`src/rtl/alu_muldiv.sv`:
```
// RV32I ALU plus M-extension iterative mul/div; ALU ops finish in 1 cycle, mul/div in XLEN+1.
// ready_o drops while busy, killed, or while a finished result is held waiting for ready_i.
module alu_muldiv #(
  parameter int XLEN    = 32,
  parameter int SHAMT_W = 5
) (
  input  logic            clk_i,
  input  logic            rst_ni,
  input  logic            valid_i,
  output logic            ready_o,
  input  logic [XLEN-1:0] in1_i,
  input  logic [XLEN-1:0] in2_i,
  input  logic [4:0]      ctrl_i,
  input  logic            kill_i,
  output logic            valid_o,
  input  logic            ready_i,
  output logic [XLEN-1:0] result_o,
  output logic            zero_o
);

  typedef enum logic [1:0] {IDLE, BUSY, DONE} state_t;

  state_t             state, state_nxt;
  logic [SHAMT_W-1:0] cnt;
  logic [XLEN-1:0]    hi, lo, opb;
  logic [2:0]         op;
  logic               res_neg, div0;

  logic               accept, is_md, last, a_signed, b_signed, a_neg, b_neg, neg_nxt;
  logic [XLEN-1:0]    alu_res, a_mag, b_mag, hi_nxt, lo_nxt, quo, rem, fin_res;
  logic [XLEN:0]      sum, rem_sh;
  logic [XLEN+1:0]    diff;
  logic [2*XLEN-1:0]  prod;
  logic [SHAMT_W-1:0] shamt;

  assign shamt   = in2_i[SHAMT_W-1:0];
  assign ready_o = !kill_i && (state == IDLE || (state == DONE && ready_i));
  assign accept  = valid_i && ready_o;
  assign valid_o = (state == DONE);
  assign is_md   = (ctrl_i >= 5'd10) && (ctrl_i <= 5'd17);
  assign last    = (cnt == SHAMT_W'(XLEN-1));

  always_comb begin
    alu_res = '0;
    case (ctrl_i)
      5'd0:    alu_res = in1_i + in2_i;
      5'd1:    alu_res = in1_i & in2_i;
      5'd2:    alu_res = in1_i | in2_i;
      5'd3:    alu_res = in1_i ^ in2_i;
      5'd4:    alu_res = in1_i << shamt;
      5'd5:    alu_res = in1_i >> shamt;
      5'd6:    alu_res = XLEN'($signed(in1_i) >>> shamt);
      5'd7:    alu_res = in1_i - in2_i;
      5'd8:    alu_res = {{(XLEN-1){1'b0}}, (in1_i < in2_i)};
      5'd9:    alu_res = {{(XLEN-1){1'b0}}, ($signed(in1_i) < $signed(in2_i))};
      default: alu_res = '0;
    endcase
  end

  // Operands become magnitudes; the sign of the final result is remembered in res_neg.
  always_comb begin
    a_signed = (ctrl_i == 5'd10) || (ctrl_i == 5'd11) || (ctrl_i == 5'd12) ||
               (ctrl_i == 5'd14) || (ctrl_i == 5'd16);
    b_signed = (ctrl_i == 5'd10) || (ctrl_i == 5'd11) || (ctrl_i == 5'd14) ||
               (ctrl_i == 5'd16);
    a_neg    = a_signed && in1_i[XLEN-1];
    b_neg    = b_signed && in2_i[XLEN-1];
    a_mag    = a_neg ? -in1_i : in1_i;
    b_mag    = b_neg ? -in2_i : in2_i;
    neg_nxt  = 1'b0;
    case (ctrl_i)
      5'd10, 5'd11, 5'd14: neg_nxt = a_neg ^ b_neg;
      5'd12, 5'd16:        neg_nxt = a_neg;
      default:             neg_nxt = 1'b0;
    endcase
  end

  // hi/lo hold {product} for multiply and {remainder, quotient} for divide.
  always_comb begin
    sum    = {1'b0, hi} + (lo[0] ? {1'b0, opb} : '0);
    rem_sh = {hi, lo[XLEN-1]};
    diff   = {1'b0, rem_sh} - {2'b00, opb};
    hi_nxt = sum[XLEN:1];
    lo_nxt = {sum[0], lo[XLEN-1:1]};
    if (op[2]) begin
      if (!diff[XLEN+1]) begin
        hi_nxt = diff[XLEN-1:0];
        lo_nxt = {lo[XLEN-2:0], 1'b1};
      end else begin
        hi_nxt = rem_sh[XLEN-1:0];
        lo_nxt = {lo[XLEN-2:0], 1'b0};
      end
    end
    prod = {hi_nxt, lo_nxt};
    if (res_neg) prod = -prod;
    quo  = div0 ? '1 : (res_neg ? -lo_nxt : lo_nxt);
    rem  = res_neg ? -hi_nxt : hi_nxt;
    case (op)
      3'd0:             fin_res = prod[XLEN-1:0];
      3'd1, 3'd2, 3'd3: fin_res = prod[2*XLEN-1:XLEN];
      3'd4, 3'd5:       fin_res = quo;
      default:          fin_res = rem;
    endcase
  end

  always_comb begin
    state_nxt = state;
    if (kill_i) begin
      state_nxt = IDLE;
    end else begin
      case (state)
        IDLE: if (accept) state_nxt = is_md ? BUSY : DONE;
        BUSY: if (last) state_nxt = DONE;
        DONE: if (ready_i) state_nxt = accept ? (is_md ? BUSY : DONE) : IDLE;
        default: state_nxt = IDLE;
      endcase
    end
  end

  always_ff @(posedge clk_i) begin
    if (!rst_ni) begin
      state    <= IDLE;
      cnt      <= '0;
      hi       <= '0;
      lo       <= '0;
      opb      <= '0;
      op       <= '0;
      res_neg  <= 1'b0;
      div0     <= 1'b0;
      result_o <= '0;
      zero_o   <= 1'b0;
    end else begin
      state <= state_nxt;
      if (accept) begin
        if (is_md) begin
          hi      <= '0;
          lo      <= a_mag;
          opb     <= b_mag;
          op      <= 3'(ctrl_i - 5'd10);
          res_neg <= neg_nxt;
          div0    <= (in2_i == '0);
          cnt     <= '0;
        end else begin
          result_o <= alu_res;
          zero_o   <= (alu_res == '0);
        end
      end else if (state == BUSY && !kill_i) begin
        hi  <= hi_nxt;
        lo  <= lo_nxt;
        cnt <= cnt + 1'b1;
        if (last) begin
          result_o <= fin_res;
          zero_o   <= (fin_res == '0);
        end
      end
    end
  end

endmodule

```
`config.mk`:
```
export PLATFORM = sky130hd
export DESIGN_NAME = alu_muldiv
export DESIGN_NICKNAME = d
export VERILOG_FILES = /design/src/rtl/alu_muldiv.sv
export SDC_FILE = /design/constraint.sdc
export NUM_CORES = 1
export LEC_CHECK = 0
export BUFFER_PORTS_ARGS = -buffer_cell sky130_fd_sc_hd__buf_4
export CAP_MARGIN = 10
export CORE_AREA = 2 2 191 239
export DETAILED_ROUTE_END_ITERATION = 8
export DIE_AREA = 0 0 193 241
export GPL_TIMING_DRIVEN = 0
export HOLD_SLACK_MARGIN = 0.08
export PLACE_DENSITY_LB_ADDON = 0.1
export SETUP_SLACK_MARGIN = 0.3
export SKIP_CTS_REPAIR_TIMING = 1
export SYNTH_ARGS = -nofsm -noshare
export SYNTH_HDL_FRONTEND = slang
export SYNTH_SLANG_ARGS = --single-unit
export TNS_END_PERCENT = 20
```
`constraint.sdc`:
```
create_clock -name clk_i -period 7.3 [get_ports clk_i]
set_input_delay 0.365 -clock clk_i [delete_from_list [all_inputs] [get_ports clk_i]]
set_output_delay 0.365 -clock clk_i [all_outputs]
set_load 0.02 [all_outputs]
```
==> results of run 1 <==
## stage by stage
| stage | hold slack (ps) | worst slack (ps) | TNS [ps] |
|---|---|---|---|
| after floorplan | 440 | 1600 | 0 |
| after global placement | 462 | -1200 | -6220 |
| after detailed placement | 468 | -1160 | -6160 |
| after CTS | 125 | -1050 | -5800 |
## layer usage
metal,overflow,global-route usage
met2,160,0.912
met3,7,0.534
met5,1,0.213
met1,3,0.724
met4,131,0.702
## cells by family after synthesis
group | after synthesis
compound gates | 1149
xor+xnor | 158
fa+ha+maj | 173
buf+inv | 422
flops | 141
mux | 159
simple gates | 1227
==> out/metrics.cfg, run 1 <==
[status]
outcome=stopped before the end
failing_step=global routing
error=[ERROR GRT-0116] Global routing finished with congestion. Check the congestion regions in the DRC Viewer.

[floorplanning]
start_util=0.545
ios=109
fp-row-count=86
dieWidth_um=193
die_h_um=241

[logic_synthesis]
synth_compound_area_frac=0.327
synth_top_family_by_area=compound AO/OA/AOI/OAI gates
synth.most_common_cell=nor2_1
synthMuxAreaShare=0.101
ys_types=101
ys_ff_latch=141
synthTopCellsByArea=dfxtp_1 12%, ha_1 8.8%, nor2_1 7.3%, mux4_2 6.0%, a21oi_1 5.5%
synthTopCellsByCount=469 x nor2_1, 276 x nand2_1, 262 x a21oi_1
syn_area_mm2=0.0241
async_flop_share=0
synth_top_area_share=0.117
ys_seq_area_frac=0.117
synth_top_area_cell=dfxtp_1
synth.net_count=3676
synth-xor-area-share=0.0575
synth-warning-count=0
synthFlopType=dfxtp_1
synth_cells=3429
syn_avg_cell_area_um2=7.02
synth_adder_area_share=0.0912
yosys.area_share.simple=0.238
synth_edf_count=0

[grt]
grt_max_degree=17
grt.overflow.total=302
grt_pass1_wl_um=252000
grt.total_usage=0.720
first_global_vias=34078

[placed_design]
place_area_mm2=0.0256
dp_cells=4109
numPortBuffers=106
dp_hpwl_um=110000
gp_congestion=1.24

[cts]
cts_root_buffer=clkbuf_16
htree_levels=4
cts_inserted_buffers=17
clock-sinks=141
clockBufferDepth=2

==> inputs of run 2 (changes only) <==
--- a/config.mk
+++ b/config.mk
@@ -7,13 +7,11 @@
 export LEC_CHECK = 0
 export BUFFER_PORTS_ARGS = -buffer_cell sky130_fd_sc_hd__buf_4
 export CAP_MARGIN = 10
-export CORE_AREA = 2 2 191 239
+export CORE_AREA = 2 2 249 251
 export DETAILED_ROUTE_END_ITERATION = 8
-export DIE_AREA = 0 0 193 241
+export DIE_AREA = 0 0 251 253
 export GPL_TIMING_DRIVEN = 0
-export HOLD_SLACK_MARGIN = 0.08
-export PLACE_DENSITY_LB_ADDON = 0.1
-export SETUP_SLACK_MARGIN = 0.3
+export PLACE_DENSITY_LB_ADDON = 0.15
 export SKIP_CTS_REPAIR_TIMING = 1
 export SYNTH_ARGS = -nofsm -noshare
 export SYNTH_HDL_FRONTEND = slang
==> run 2 against run 1 <==
The flow now finishes, with violations (setup timing). Area after synthesis did not move. Synthesized cell count unchanged.
==> out/metrics.cfg, run 2 <==
[floorplanning]
dieWidth_um=251
ios=109
fp-row-count=91
die_area_mm2=0.0635
core_area_mm2=0.0610
die_h_um=253
start_util=0.394

[grt]
grt.overflow.total=0
grt.total_usage=0.457
first_global_vias=28202
grt_max_degree=17
grt_pass1_wl_um=209000
antenna_found_initial=6

[power_and_ir_drop]
switching_share=0.492
leakage_uw=0.0104
p_per_area_mw_per_mm2=138
seqPwrFrac=0.227
intPower_uw=1870
irDropWorstVdd_mv=0.186
p_switching_uw=1810
finalPower_uw=3670
clkPwrFrac=0.256
power_frac_comb=0.517

[status]
outcome=finished with violations
violations=setup timing

[timing]
finalSetupViolations=3
setup_slack_ps=-189
clock_skew_ps=13.7
slew_viol_final=0
max_freq_mhz=134
rsz0062_at_grt=true
min_period_over_period=1.03
finalHoldViolCount=0
slew_headroom=0.0908
fin_crit_ps=7490
tightestPinTransition_ps=1360
finalSetupTns_ps=-269

[cts]
htree_levels=4
cts_tree=done
cts_root_buffer=clkbuf_16
clockBufferDepth=2
insertion_delay_ps=470
clkSlewWorstSetupHoldPaths_ps=80
clock-sinks=141
cts_inserted_buffers=17

[logic_synthesis]
synth_top_area_share=0.117
ys_seq_area_frac=0.117
syn_avg_cell_area_um2=7.02
synthTopCellsByArea=dfxtp_1 12%, ha_1 8.8%, nor2_1 7.3%, mux4_2 6.0%, a21oi_1 5.5%
synth_edf_count=0
synth-warning-count=0
async_flop_share=0
synth_cells=3429
synth_top_area_cell=dfxtp_1
synthTopCellsByCount=469 x nor2_1, 276 x nand2_1, 262 x a21oi_1
ys_types=101
ys_ff_latch=141
syn_area_mm2=0.0241
synth.net_count=3676
synthFlopType=dfxtp_1
synth.most_common_cell=nor2_1

[worst_setup_path]
crit_slowest_cell=or4_1
critical_path_buf_inv_count=11
slowest_delay_ps=650
path_delay_family=buffers and inverters
required_ps=7690
crit_path_end_kind=flop
cp_max_fo=10
crit_type=flop to flop
crit_chain=buf_2 > buf_2 > clkbuf_4 > buf_2 > clkbuf_4 > clkbuf_4 > buf_2 > clkbuf_4 > clkbuf_4 > mux2i_2 > ha_1 > inv_1 > or4b_4 > or3_1 > buf_2 > o32ai_2 > nor2_1 > a2bb2oi_1 > or4_1 > nor4_2 > nand4_1 > o31ai_2
cp.arrival_ps=7880
start_kind=flop

[detailed_routing]
wire_per_inst_um=34.1
wl_met3_um=13500
drtAntennaViolNets=0
finalWirelength_um=149000
top_layer=met5
num_vias=30103
met1Wirelength_um=54100
initialDrtViolationCount=3702
detail_route.vias_per_cell=6.89
drc=0
dr.pass1.iters=8
wl_met2_um=65800

[layout]
nets=3812
layout-drive-gt1-share=0.0975
mostFrequentLayoutCells=466 x nor2_1, 275 x nand2_1, 262 x a21oi_1
final_common_cell=nor2_1
area_delta_synth_final_pct=10.9

[flow_run]
max_cap_viol_count=0

[placed_design]
dp_hpwl_um=122000
gp_congestion=1.09
numPortBuffers=106
place_ws_ps=-1000

[worst_hold_path]
hold_path_class=primary input to flop

-- run 2: cell counts after synthesis --
No cell type changed its count.
-- run 2: logic make-up (layout without fill, tap and decap cells) --
group	count (synthesis)	in the layout	share of synthesized area
compound gates	1149	1149	0.327
xor+xnor	158	158	0.0575
fa+ha+maj	173	173	0.0912
buf+inv	422	571	0.0681
flops	141	141	0.117
mux	159	159	0.101
other cells	0	2	0
simple gates	1227	1227	0.238
-- run 2: path summary, 6_finish.rpt --
check | from | end | slack (ps) | cells after the start
worst max-delay path | op[2]$_SDFFE_PN0P_ | zero_o$_SDFFE_PN0P_ | -190 | 22
worst min-delay path | kill_i | state[0]$_SDFFE_PP0P_ | 100 | 2
worst max register to register | op[2]$_SDFFE_PN0P_ | zero_o$_SDFFE_PN0P_ | -190 | 22
worst min register to register | cnt[4]$_SDFFE_PN0P_ | cnt[4]$_SDFFE_PN0P_ | 480 | 2
-- run 2: area by class of cell --
class / count / area (um2)
fill: 6631 / 34400
multi-input combinational: 2866 / 19700
sequential: 141 / 2820
buffer: 267 / 1080
tap: 790 / 988
timing repair buffer: 119 / 893
inverter: 153 / 574
clock buffer: 18 / 439
clock inverter: 14 / 166
antenna: 2 / 5.00
-- run 2: metrics by stage --
stage,utilization,hold WS [ps],instance area [um2],cells
5_1_grt,0.437,103,26700,4368
4_1_cts,0.434,94.0,26500,4361
2_1_floorplan,-,440,24100,3429
6_report,0.437,103,26700,4370
3_5_place_dp,0.424,474,25900,4329
3_3_place_gp,0.423,464,25800,4325
-- run 2: power by group through the flow --
stage	clock, uW	sequential (uW)	combinational [uW]
after floorplan	0	841	1060
after global placement	0	850	1780
after detailed placement	0	850	1770
after CTS	929	832	1780
after global routing	954	835	1960
final	938	835	1900
-- run 2: routing by layer --
metal	global-route usage	up-vias
met3	0.0865	593
met5	0	-
met2	0.738	2032
met4	0.382	2
li1	-	13076
met1	0.527	14400
Note: power is estimated with default switching activity, not from simulation.
